$ cat src/rtl/keypad_pkg.sv
// Shared constants, scan FSM state type and one-hot helper for the keypad scanner.
package keypad_pkg;

  localparam int NUM_ROWS = 4;
  localparam int NUM_COLS = 4;
  localparam logic [NUM_COLS-1:0] COL_IDLE = 4'b1111;

  typedef enum logic {
    SCAN,
    EVAL
  } scan_state_t;

  function automatic logic is_onehot(input logic [15:0] v);
    return (v != 16'h0000) && ((v & (v - 16'h0001)) == 16'h0000);
  endfunction

endpackage

$ cat src/rtl/keypad_scanner_if.sv
// Key-code stream from the scanner (master) to the display path (slave).
interface keypad_scanner_if;
  logic [15:0] scan_data;
  logic        valid;

  modport master (output scan_data, output valid);
  modport slave  (input  scan_data, input  valid);
endinterface

$ cat src/rtl/keypad_debounce.sv
// Sweep-level debouncer: accepts a key vector after DEB_SWEEPS identical sweeps.
module keypad_debounce
  import keypad_pkg::*;
#(
  parameter int DEB_SWEEPS = 4
) (
  input  logic        clk,
  input  logic        rst,
  input  logic [15:0] sweep_vec,
  input  logic        sweep_done,
  output logic        accept,
  output logic        release_evt,
  output logic [15:0] data
);

  localparam logic [3:0] DEB_MAX = 4'(DEB_SWEEPS);

  logic [15:0] prev_vec_reg, prev_vec_next;
  logic [15:0] deb_state_reg, deb_state_next;
  logic [3:0]  stable_cnt_reg, stable_cnt_next;
  logic        reached;

  always_comb begin
    prev_vec_next   = prev_vec_reg;
    stable_cnt_next = stable_cnt_reg;
    deb_state_next  = deb_state_reg;
    reached         = 1'b0;
    accept          = 1'b0;
    release_evt     = 1'b0;
    if (sweep_done) begin
      if (sweep_vec == prev_vec_reg) begin
        if (stable_cnt_reg < DEB_MAX)
          stable_cnt_next = stable_cnt_reg + 4'd1;
        reached = (stable_cnt_reg == DEB_MAX - 4'd1);
      end else begin
        prev_vec_next   = sweep_vec;
        stable_cnt_next = 4'd1;
        reached         = (DEB_MAX == 4'd1);
      end
      // Multi-key vectors fall through both branches and are silently rejected.
      if (reached && (prev_vec_next != deb_state_reg)) begin
        if (is_onehot(prev_vec_next)) begin
          accept         = 1'b1;
          deb_state_next = prev_vec_next;
        end else if (prev_vec_next == 16'h0000) begin
          release_evt    = 1'b1;
          deb_state_next = 16'h0000;
        end
      end
    end
  end

  assign data = prev_vec_next;

  always_ff @(posedge clk) begin
    if (!rst) begin
      prev_vec_reg   <= '0;
      deb_state_reg  <= '0;
      stable_cnt_reg <= '0;
    end else begin
      prev_vec_reg   <= prev_vec_next;
      deb_state_reg  <= deb_state_next;
      stable_cnt_reg <= stable_cnt_next;
    end
  end

endmodule

$ cat src/rtl/keypad_scanner.sv
// Scans a 4x4 active-low keypad matrix and emits a debounced one-hot key code.
// Define KEYPAD_RELEASE_EVT_EN to also report accepted releases as scan_data = 0 with valid.
module keypad_scanner
  import keypad_pkg::*;
#(
  parameter int SCAN_CNT   = 1000,
  parameter int DEB_SWEEPS = 4
) (
  input  logic                clk,
  input  logic                rst,
  input  logic [NUM_ROWS-1:0] row_in,
  output logic [NUM_COLS-1:0] col_out,
  keypad_scanner_if.master    scan_if
);

  localparam int CNT_W = $clog2(SCAN_CNT);
  localparam logic [CNT_W-1:0] CNT_LAST = CNT_W'(SCAN_CNT - 1);
`ifdef KEYPAD_RELEASE_EVT_EN
  localparam bit RELEASE_EVT = 1'b1;
`else
  localparam bit RELEASE_EVT = 1'b0;
`endif

  scan_state_t         state_reg;
  logic [1:0]          col_reg;
  logic [CNT_W-1:0]    cnt_reg;
  logic [15:0]         sweep_vec_reg;
  logic [15:0]         capture_vec;
  logic [NUM_COLS-1:0] col_out_reg;
  logic [NUM_ROWS-1:0] row_meta_reg, row_sync_reg;
  logic [15:0]         scan_data_reg;
  logic                valid_reg;
  logic                sweep_done;
  logic                accept_w, release_w;
  logic [15:0]         data_w;

  always_ff @(posedge clk) begin
    if (!rst) begin
      row_meta_reg <= '1;
      row_sync_reg <= '1;
    end else begin
      row_meta_reg <= row_in;
      row_sync_reg <= row_meta_reg;
    end
  end

  // Only the column currently driven takes the freshly sampled rows.
  for (genvar gi = 0; gi < NUM_ROWS; gi++) begin : g_row
    for (genvar gj = 0; gj < NUM_COLS; gj++) begin : g_col
      assign capture_vec[NUM_COLS*gi+gj] = (col_reg == 2'(gj)) ? ~row_sync_reg[gi]
                                                               : sweep_vec_reg[NUM_COLS*gi+gj];
    end
  end

  always_ff @(posedge clk) begin
    if (!rst) begin
      state_reg     <= SCAN;
      col_reg       <= '0;
      cnt_reg       <= '0;
      sweep_vec_reg <= '0;
      col_out_reg   <= COL_IDLE;
    end else begin
      case (state_reg)
        SCAN: begin
          col_out_reg <= ~(4'b0001 << col_reg);
          if (cnt_reg == CNT_LAST) begin
            sweep_vec_reg <= capture_vec;
            cnt_reg       <= '0;
            if (col_reg == 2'd3) begin
              state_reg <= EVAL;
              col_reg   <= '0;
            end else begin
              col_reg <= col_reg + 2'd1;
            end
          end else begin
            cnt_reg <= cnt_reg + CNT_W'(1);
          end
        end
        EVAL: begin
          col_out_reg <= COL_IDLE;
          state_reg   <= SCAN;
        end
        default: state_reg <= SCAN;
      endcase
    end
  end

  assign sweep_done = (state_reg == EVAL);

  keypad_debounce #(
    .DEB_SWEEPS (DEB_SWEEPS)
  ) u_debounce (
    .clk         (clk),
    .rst         (rst),
    .sweep_vec   (sweep_vec_reg),
    .sweep_done  (sweep_done),
    .accept      (accept_w),
    .release_evt (release_w),
    .data        (data_w)
  );

  always_ff @(posedge clk) begin
    if (!rst) begin
      scan_data_reg <= '0;
      valid_reg     <= 1'b0;
    end else begin
      valid_reg <= accept_w | (RELEASE_EVT & release_w);
      if (accept_w)
        scan_data_reg <= data_w;
      else if (RELEASE_EVT && release_w)
        scan_data_reg <= '0;
    end
  end

  assign col_out           = col_out_reg;
  assign scan_if.scan_data = scan_data_reg;
  assign scan_if.valid     = valid_reg;

endmodule
$ cat src/flat_wrapper.sv
// flat-port wrapper written by rule: the top's interface ports become plain ports
module keypad_scanner_flat import keypad_pkg::*;
#(
  parameter int SCAN_CNT   = 1000,
  parameter int DEB_SWEEPS = 4
)
  (clk, rst, row_in, col_out, scan_if_scan_data, scan_if_valid);
  keypad_scanner_if scan_if_i ();
  input  logic clk;
  input  logic rst;
  input  logic [NUM_ROWS-1:0] row_in;
  output logic [NUM_COLS-1:0] col_out;
  output wire logic [$bits(scan_if_i.scan_data)-1:0] scan_if_scan_data;
  output wire logic [$bits(scan_if_i.valid)-1:0] scan_if_valid;
  assign scan_if_scan_data = scan_if_i.scan_data;
  assign scan_if_valid = scan_if_i.valid;
  keypad_scanner #(.SCAN_CNT(SCAN_CNT), .DEB_SWEEPS(DEB_SWEEPS)) u_core (.clk(clk), .rst(rst), .row_in(row_in), .col_out(col_out), .scan_if(scan_if_i));
endmodule
$ cat config.mk
export PLATFORM = sky130hd
export DESIGN_NAME = keypad_scanner_flat
export DESIGN_NICKNAME = d
export VERILOG_FILES = /design/src/rtl/keypad_pkg.sv /design/src/rtl/keypad_scanner_if.sv /design/src/rtl/keypad_debounce.sv /design/src/rtl/keypad_scanner.sv /design/src/flat_wrapper.sv
export SDC_FILE = /design/constraint.sdc
export NUM_CORES = 1
export LEC_CHECK = 0
export ABC_AREA = 1
export BUFFER_PORTS_ARGS = -buffer_cell sky130_fd_sc_hd__buf_2
export CAP_MARGIN = 40
export CORE_MARGIN = 5
export CORE_UTILIZATION = 42
export DETAILED_ROUTE_END_ITERATION = 12
export GPL_TIMING_DRIVEN = 0
export PLACE_DENSITY = 0.6
export SKIP_LAST_GASP = 1
export SYNTH_ARGS = -nofsm -noshare
export SYNTH_HDL_FRONTEND = slang
export SYNTH_SLANG_ARGS = --single-unit
$ cat constraint.sdc
create_clock -name clk -period 3.1 [get_ports clk]
set_clock_uncertainty 0.15 [all_clocks]
set_input_delay 0.155 -clock clk [delete_from_list [all_inputs] [get_ports clk]]
set_output_delay 0.155 -clock clk [all_outputs]
set_load 0.03 [all_outputs]
After elaboration in Yosys (flattened, before gate mapping) --
Index checks and enable logic that the tools add are counted.
Word-level totals: flip-flop bits (word level) 94, bits of input ports 6, output and inout port bits 21
Cells by class: mux-type cells 18, eq/ne operators 8, $add $sub $neg 4, bitwise logic cells 7, reduce and logical (&&, ||, !) cells 14, magnitude comparators 1, shift operators 1
Operator list (count):
- $mux 16 | 5
- $logic_not 16->1 | 2
- $and 16x16->16 | 1
- $eq 16x16->1 | 1
- $ne 16x16->1 | 1
- $reduce_bool 16->1 | 1
- $sub 16x1->16 const B | 1
- $reduce_and 3->1 | 5
- $add 10x1->10 const B | 1
- $eq 10x10->1 const B | 1
- $mux 10 | 1
- $mux 4 | 2
- $pmux 4 s2 | 1
- $mux 1 | 7
- $not 1->1 | 5
- $add 4x1->4 const B | 1
- $eq 2x2->1 const B | 2
- $eq 4x2->1 const B | 1
- $lt 4x3->1 const B | 1
- $not 4->4 | 1
- $reduce_and 2->1 | 2
- $shl 1x2->4 const A | 1
- $add 2x1->2 const B | 1
- $eq 2x1->1 const B | 1
- 6 further kinds | 7

Depth between registers and ports, before layout --
depth in word-level cells 10, mapped depth 15, depth with buffers taken out 13

By module --
From an unflattened synthesis, not the netlist that was laid out.
Second synthesis, totals: cell total of the unflattened synthesis 729, area total of the unflattened synthesis 4775.8 um^2
Modules (own cells, without submodules):
- keypad_debounce | cells each 430, area each 2513.7 um^2, sequential area each 720.7 um^2, instances 1
- keypad_scanner | cells each 299, area each 2262.2 um^2, sequential area each 1161.1 um^2, instances 1

Worst setup path before layout --
Ideal clock, no wire load.
path type register -> register, start reg u_core.sweep_vec_reg[0], end reg u_core.scan_data_reg[5], in the netlist u_core.scan_if.scan_data[5], library setup time 0.062 ns, arrival 1.721 ns, path buffers 2, path slack 1.166 ns, period minus slack after synthesis 1.934 ns, data required time 2.888 ns, cell stages (with the launch flop) 14, cells stage by stage dfxtp_1 > buf_2 > nor2_4 > nand2_2 > nor2_1 > nand2_1 > nand2_1 > nand4_1 > nor2_8 > inv_4 > nor2_8 > buf_8 > nor2_2 > nor2_2
Between the ends: cells in the longest elaborated chain, start to end 10
Ends and longest elaborated chain:
- start: declaration | RTL line keypad_scanner.sv:27 | logic [15:0] sweep_vec_reg;
- start signal: assignment | RTL line keypad_scanner.sv:67 | sweep_vec_reg <= capture_vec;
- $eq 16x16->1 | RTL line keypad_debounce.sv:31 | if (sweep_vec == prev_vec_reg) begin
- $mux 16 | RTL line keypad_debounce.sv:31
- $mux 16 | RTL line keypad_debounce.sv:30 | if (sweep_done) begin
- $sub 16x1->16 | RTL line keypad_pkg.sv:14 | return (v != 16'h0000) && ((v & (v - 16'h0001)) == 16'h0000);
- $and 16x16->16 | RTL line keypad_pkg.sv:14
- $logic_not 16->1 | RTL line keypad_pkg.sv:14
- $logic_and 1x1->1 | RTL line keypad_pkg.sv:14
- $mux 1 | RTL line keypad_debounce.sv:42 | if (is_onehot(prev_vec_next)) begin
- $mux 1 | RTL line keypad_debounce.sv:41 | if (reached && (prev_vec_next != deb_state_reg)) begin
- $mux 1 | RTL line keypad_debounce.sv:30
- end signal: assignment | RTL line keypad_scanner.sv:109 | scan_data_reg <= data_w;
- end: declaration | RTL line keypad_scanner.sv:31 | logic [15:0] scan_data_reg;
Parallel ways exist; a longest one is shown, timed or not. The select of a mux whose other input is x is not followed. A chain may end at the register's enable or synchronous reset.

Worst setup path after layout --
start reg u_core.sweep_vec_reg[12], end reg u_core.u_debounce.deb_state_reg[10]
Between the ends: cells in the longest elaborated chain, start to end 9
Ends and longest elaborated chain:
- $eq 16x16->1 | RTL line keypad_debounce.sv:31
- $mux 16 | RTL line keypad_debounce.sv:31
- $mux 16 | RTL line keypad_debounce.sv:30
- $sub 16x1->16 | RTL line keypad_pkg.sv:14
- $and 16x16->16 | RTL line keypad_pkg.sv:14
- $logic_not 16->1 | RTL line keypad_pkg.sv:14
- $logic_and 1x1->1 | RTL line keypad_pkg.sv:14
- $reduce_bool 2->1 (no source line)
- $reduce_and 3->1 (no source line)
- end signal: assignment | RTL line keypad_debounce.sv:62 | deb_state_reg <= deb_state_next;
- end: declaration | RTL line keypad_debounce.sv:19 | logic [15:0] deb_state_reg, deb_state_next;
Parallel ways exist; a longest one is shown, timed or not. The select of a mux whose other input is x is not followed.

==> out/metrics.cfg <==
[worst_setup_path]
worstPathRequired_ns=3.21
crit_top_cell=nand2_1
crit_chain=buf_2, inv_1, nand2_1, nand2_1, nor2_1, nand2_1, nor2_1, nand4_1, nor2_2, nand2_2, buf_2, nand3_1, nand2_1
end_kind=flop
rrSetupSlack_ns=0.63
crit_type=reg -> reg
critical_path_peak_fanout=10
cpMaxStageDelayCell=nor2_2
worstReg2RegEnd=u_core.u_debounce.deb_state_reg[10]
regToRegStartpoint=u_core.sweep_vec_reg[12]
worst_setup_path_start_kind=flop
rr_worst_depth=13
cpPeakStageDelay_ns=0.32
crit_arrival_ns=2.58

[grt]
antenna_found_initial=0
grt_pass1_vias=3768
grt.overflow.total=0
grt_first_pass_wirelength_um=18400
grt_usage=0.176
grt_start_max_net_pins=17

[yosys]
syn_avg_cell_area_um2=7.14
seq_area_frac_synth=0.421
synth_top_area_share=0.421
synthTopCellsByArea=dfxtp_1 (42%), nand2_1 (13%), nor2_1 (6.8%)
synthCells=626
synthFlopType=dfxtp_1
async_flop_share=0
synth.most_common_cell=nand2_1
synth_warnings=0
synth_cell_types=31
netlist_top_cells_count=nand2_1 (154), dfxtp_1 (94), nor2_1 (81)
synth_area_um2=4470
ys_ff_latch=94
syn_nets=638
synth-edff-count=0
yosysTopAreaCell=dfxtp_1

[detailed_routing]
vias_per_cell=5.04
wl_um=10800
wire_per_inst_um=13.4
drtIter0Drc=184
dr.pass1.iters=6
drc=0
antenna_left=0
vias=4069

[hold_path]
hold_depth=3
worstHoldStart=rst
hold_class=in -> reg
min_to=u_core.cnt_reg[3]

[timing]
maxSlewViolCount=0
rsz0062_at_grt=no
finalCriticalPeriod_ns=2.47
fmaxAchievable_ghz=0.406
worst_pin_slew_ns=0.622
report.final.hold_viol_count=0
finalSetupTns_ns=0
period_share=0.795
slew-limit-headroom=0.585
setup_viol_count_final=0

[place]
dp_hpwl_um=7950
gp_congestion=0.845
io_buffers=26

[clocking]
clk_latency_ns=0.36
cts_setup_buffers=0
cts_resized=0
clockBufferDepth=2
cts_tree=built
cts_buffers=9
cts_max_level=3
clkTransAtPathRegs_ns=0.09
clkSinkCount=94
root_buffer=clkbuf_8

[die]
dieArea_um2=12800
die_w_um=113
io_pins=27
core_area_um2=10400
die_h_um=113
rows=37
start_util=0.431

[power_and_ir_drop]
p_leak_nw=2.32
pwr_density_cell_nw_per_um2=408
peakVddDrop_mv=0.238

[layout]
areaGrowthSynthToFinish_pct=11.7
nets=679
final_util=0.481
drive_gt1_frac=0.155
n_antenna_cell=0

[job]
drv_cap=0

[outcome]
status=complete, no violations

==> kinds of logic after synthesis <==
logic type | share of synthesized area
XOR/XNOR | 0.0372
flip-flops | 0.421
AO/OA/AOI/OAI | 0.0795
adder cells (fa/ha/maj) | 0.0168
AND/OR/NAND/NOR | 0.359
buffers and inverters | 0.0859
==> layout by cell type, fill, tap and decap left out <==
master,count
a211oi_1,3
a21oi_1,9
a31oi_1,16
buf_1,3
buf_2,41
buf_6,1
buf_8,1
clkbuf_1,14
clkbuf_2,2
clkbuf_8,10
clkinv_2,1
clkinv_4,1
clkinvlp_4,3
dfxtp_1,94
dlygate4sd3_1,4
ha_1,6
inv_1,52
inv_2,2
inv_4,1
inv_6,1
nand2_1,154
nand2_2,3
nand3_1,36
nand4_1,26
nand4_4,1
nor2_1,81
nor2_2,23
nor2_4,2
nor2_8,2
nor3_1,10
nor3b_1,3
nor4_1,1
o21ai_0,36
o21bai_1,1
or2_2,9
xnor2_1,1
xor2_1,18
==> worst max-delay path, delay by kind of cell (launching register included) <==
kind | cells | cell delay (ns)
and+or+nand+nor | 10 | 1.37
buffers and inverters | 3 | 0.53
DFF | 1 | 0.31
==> power by group <==
part	leakage (nW)	switching, mW	internal, mW
combinational	1.47	0.0385	0.0195
sequential	0.760	0.00621	1.22
clock	0.0849	0.443	0.316
total	2.32	0.487	1.55
==> layer usage <==
metal,vias to the layer above,part of all wire,GRT usage
met4,0,0.011,0.0505
met2,88,0.45,0.277
met5,-,0,0
li1,2098,-,-
met1,1870,0.49,0.248
met3,13,0.041,0.0310
==> worst max-delay path by stage <==
stage,to,slack [ns],start
3_5_place_dp,u_core.u_debounce.deb_state_reg[12],0.68,u_core.sweep_vec_reg[12]
2_1_floorplan,u_core.scan_if.scan_data[5],1.17,u_core.sweep_vec_reg[0]
4_1_cts,u_core.u_debounce.deb_state_reg[12],0.66,u_core.sweep_vec_reg[12]
5_1_grt,u_core.u_debounce.deb_state_reg[12],0.42,u_core.sweep_vec_reg[13]
6_report,u_core.u_debounce.deb_state_reg[10],0.63,u_core.sweep_vec_reg[12]
3_3_place_gp,u_core.u_debounce.deb_state_reg[10],0.72,u_core.sweep_vec_reg[12]
==> final cells by class <==
class                      count  area (µm²)
timing repair buffer          30         170
clock inverter                 6        45.0
fill                        1078        5380
inverter                      55         209
sequential                    94        1880
buffer                        36         175
clock buffer                  10         138
multi-input combinational    441        2200
tap                          136         170
==> per-stage QoR <==
stage / hold slack [ns] / power (mW) / setup slack (ns) / std cells / instance area (µm²)
after floorplan: 0.112 / 1.28 / 1.17 / 626 / 4470
after global placement: 0.189 / 1.30 / 0.717 / 788 / 4770
after detailed placement: 0.195 / 1.30 / 0.676 / 788 / 4770
after CTS: 0.0541 / 2.06 / 0.655 / 808 / 4990
after global routing: 0.0611 / 2.13 / 0.424 / 808 / 4990
final: 0.0649 / 2.04 / 0.634 / 808 / 4990
==> timing repair <==
action	in CTS	in global routing
hold buffers	4	0
endpoints found under the setup margin	0	0
endpoints found under the hold margin	4	0
Power figures use the tool's default switching activity.
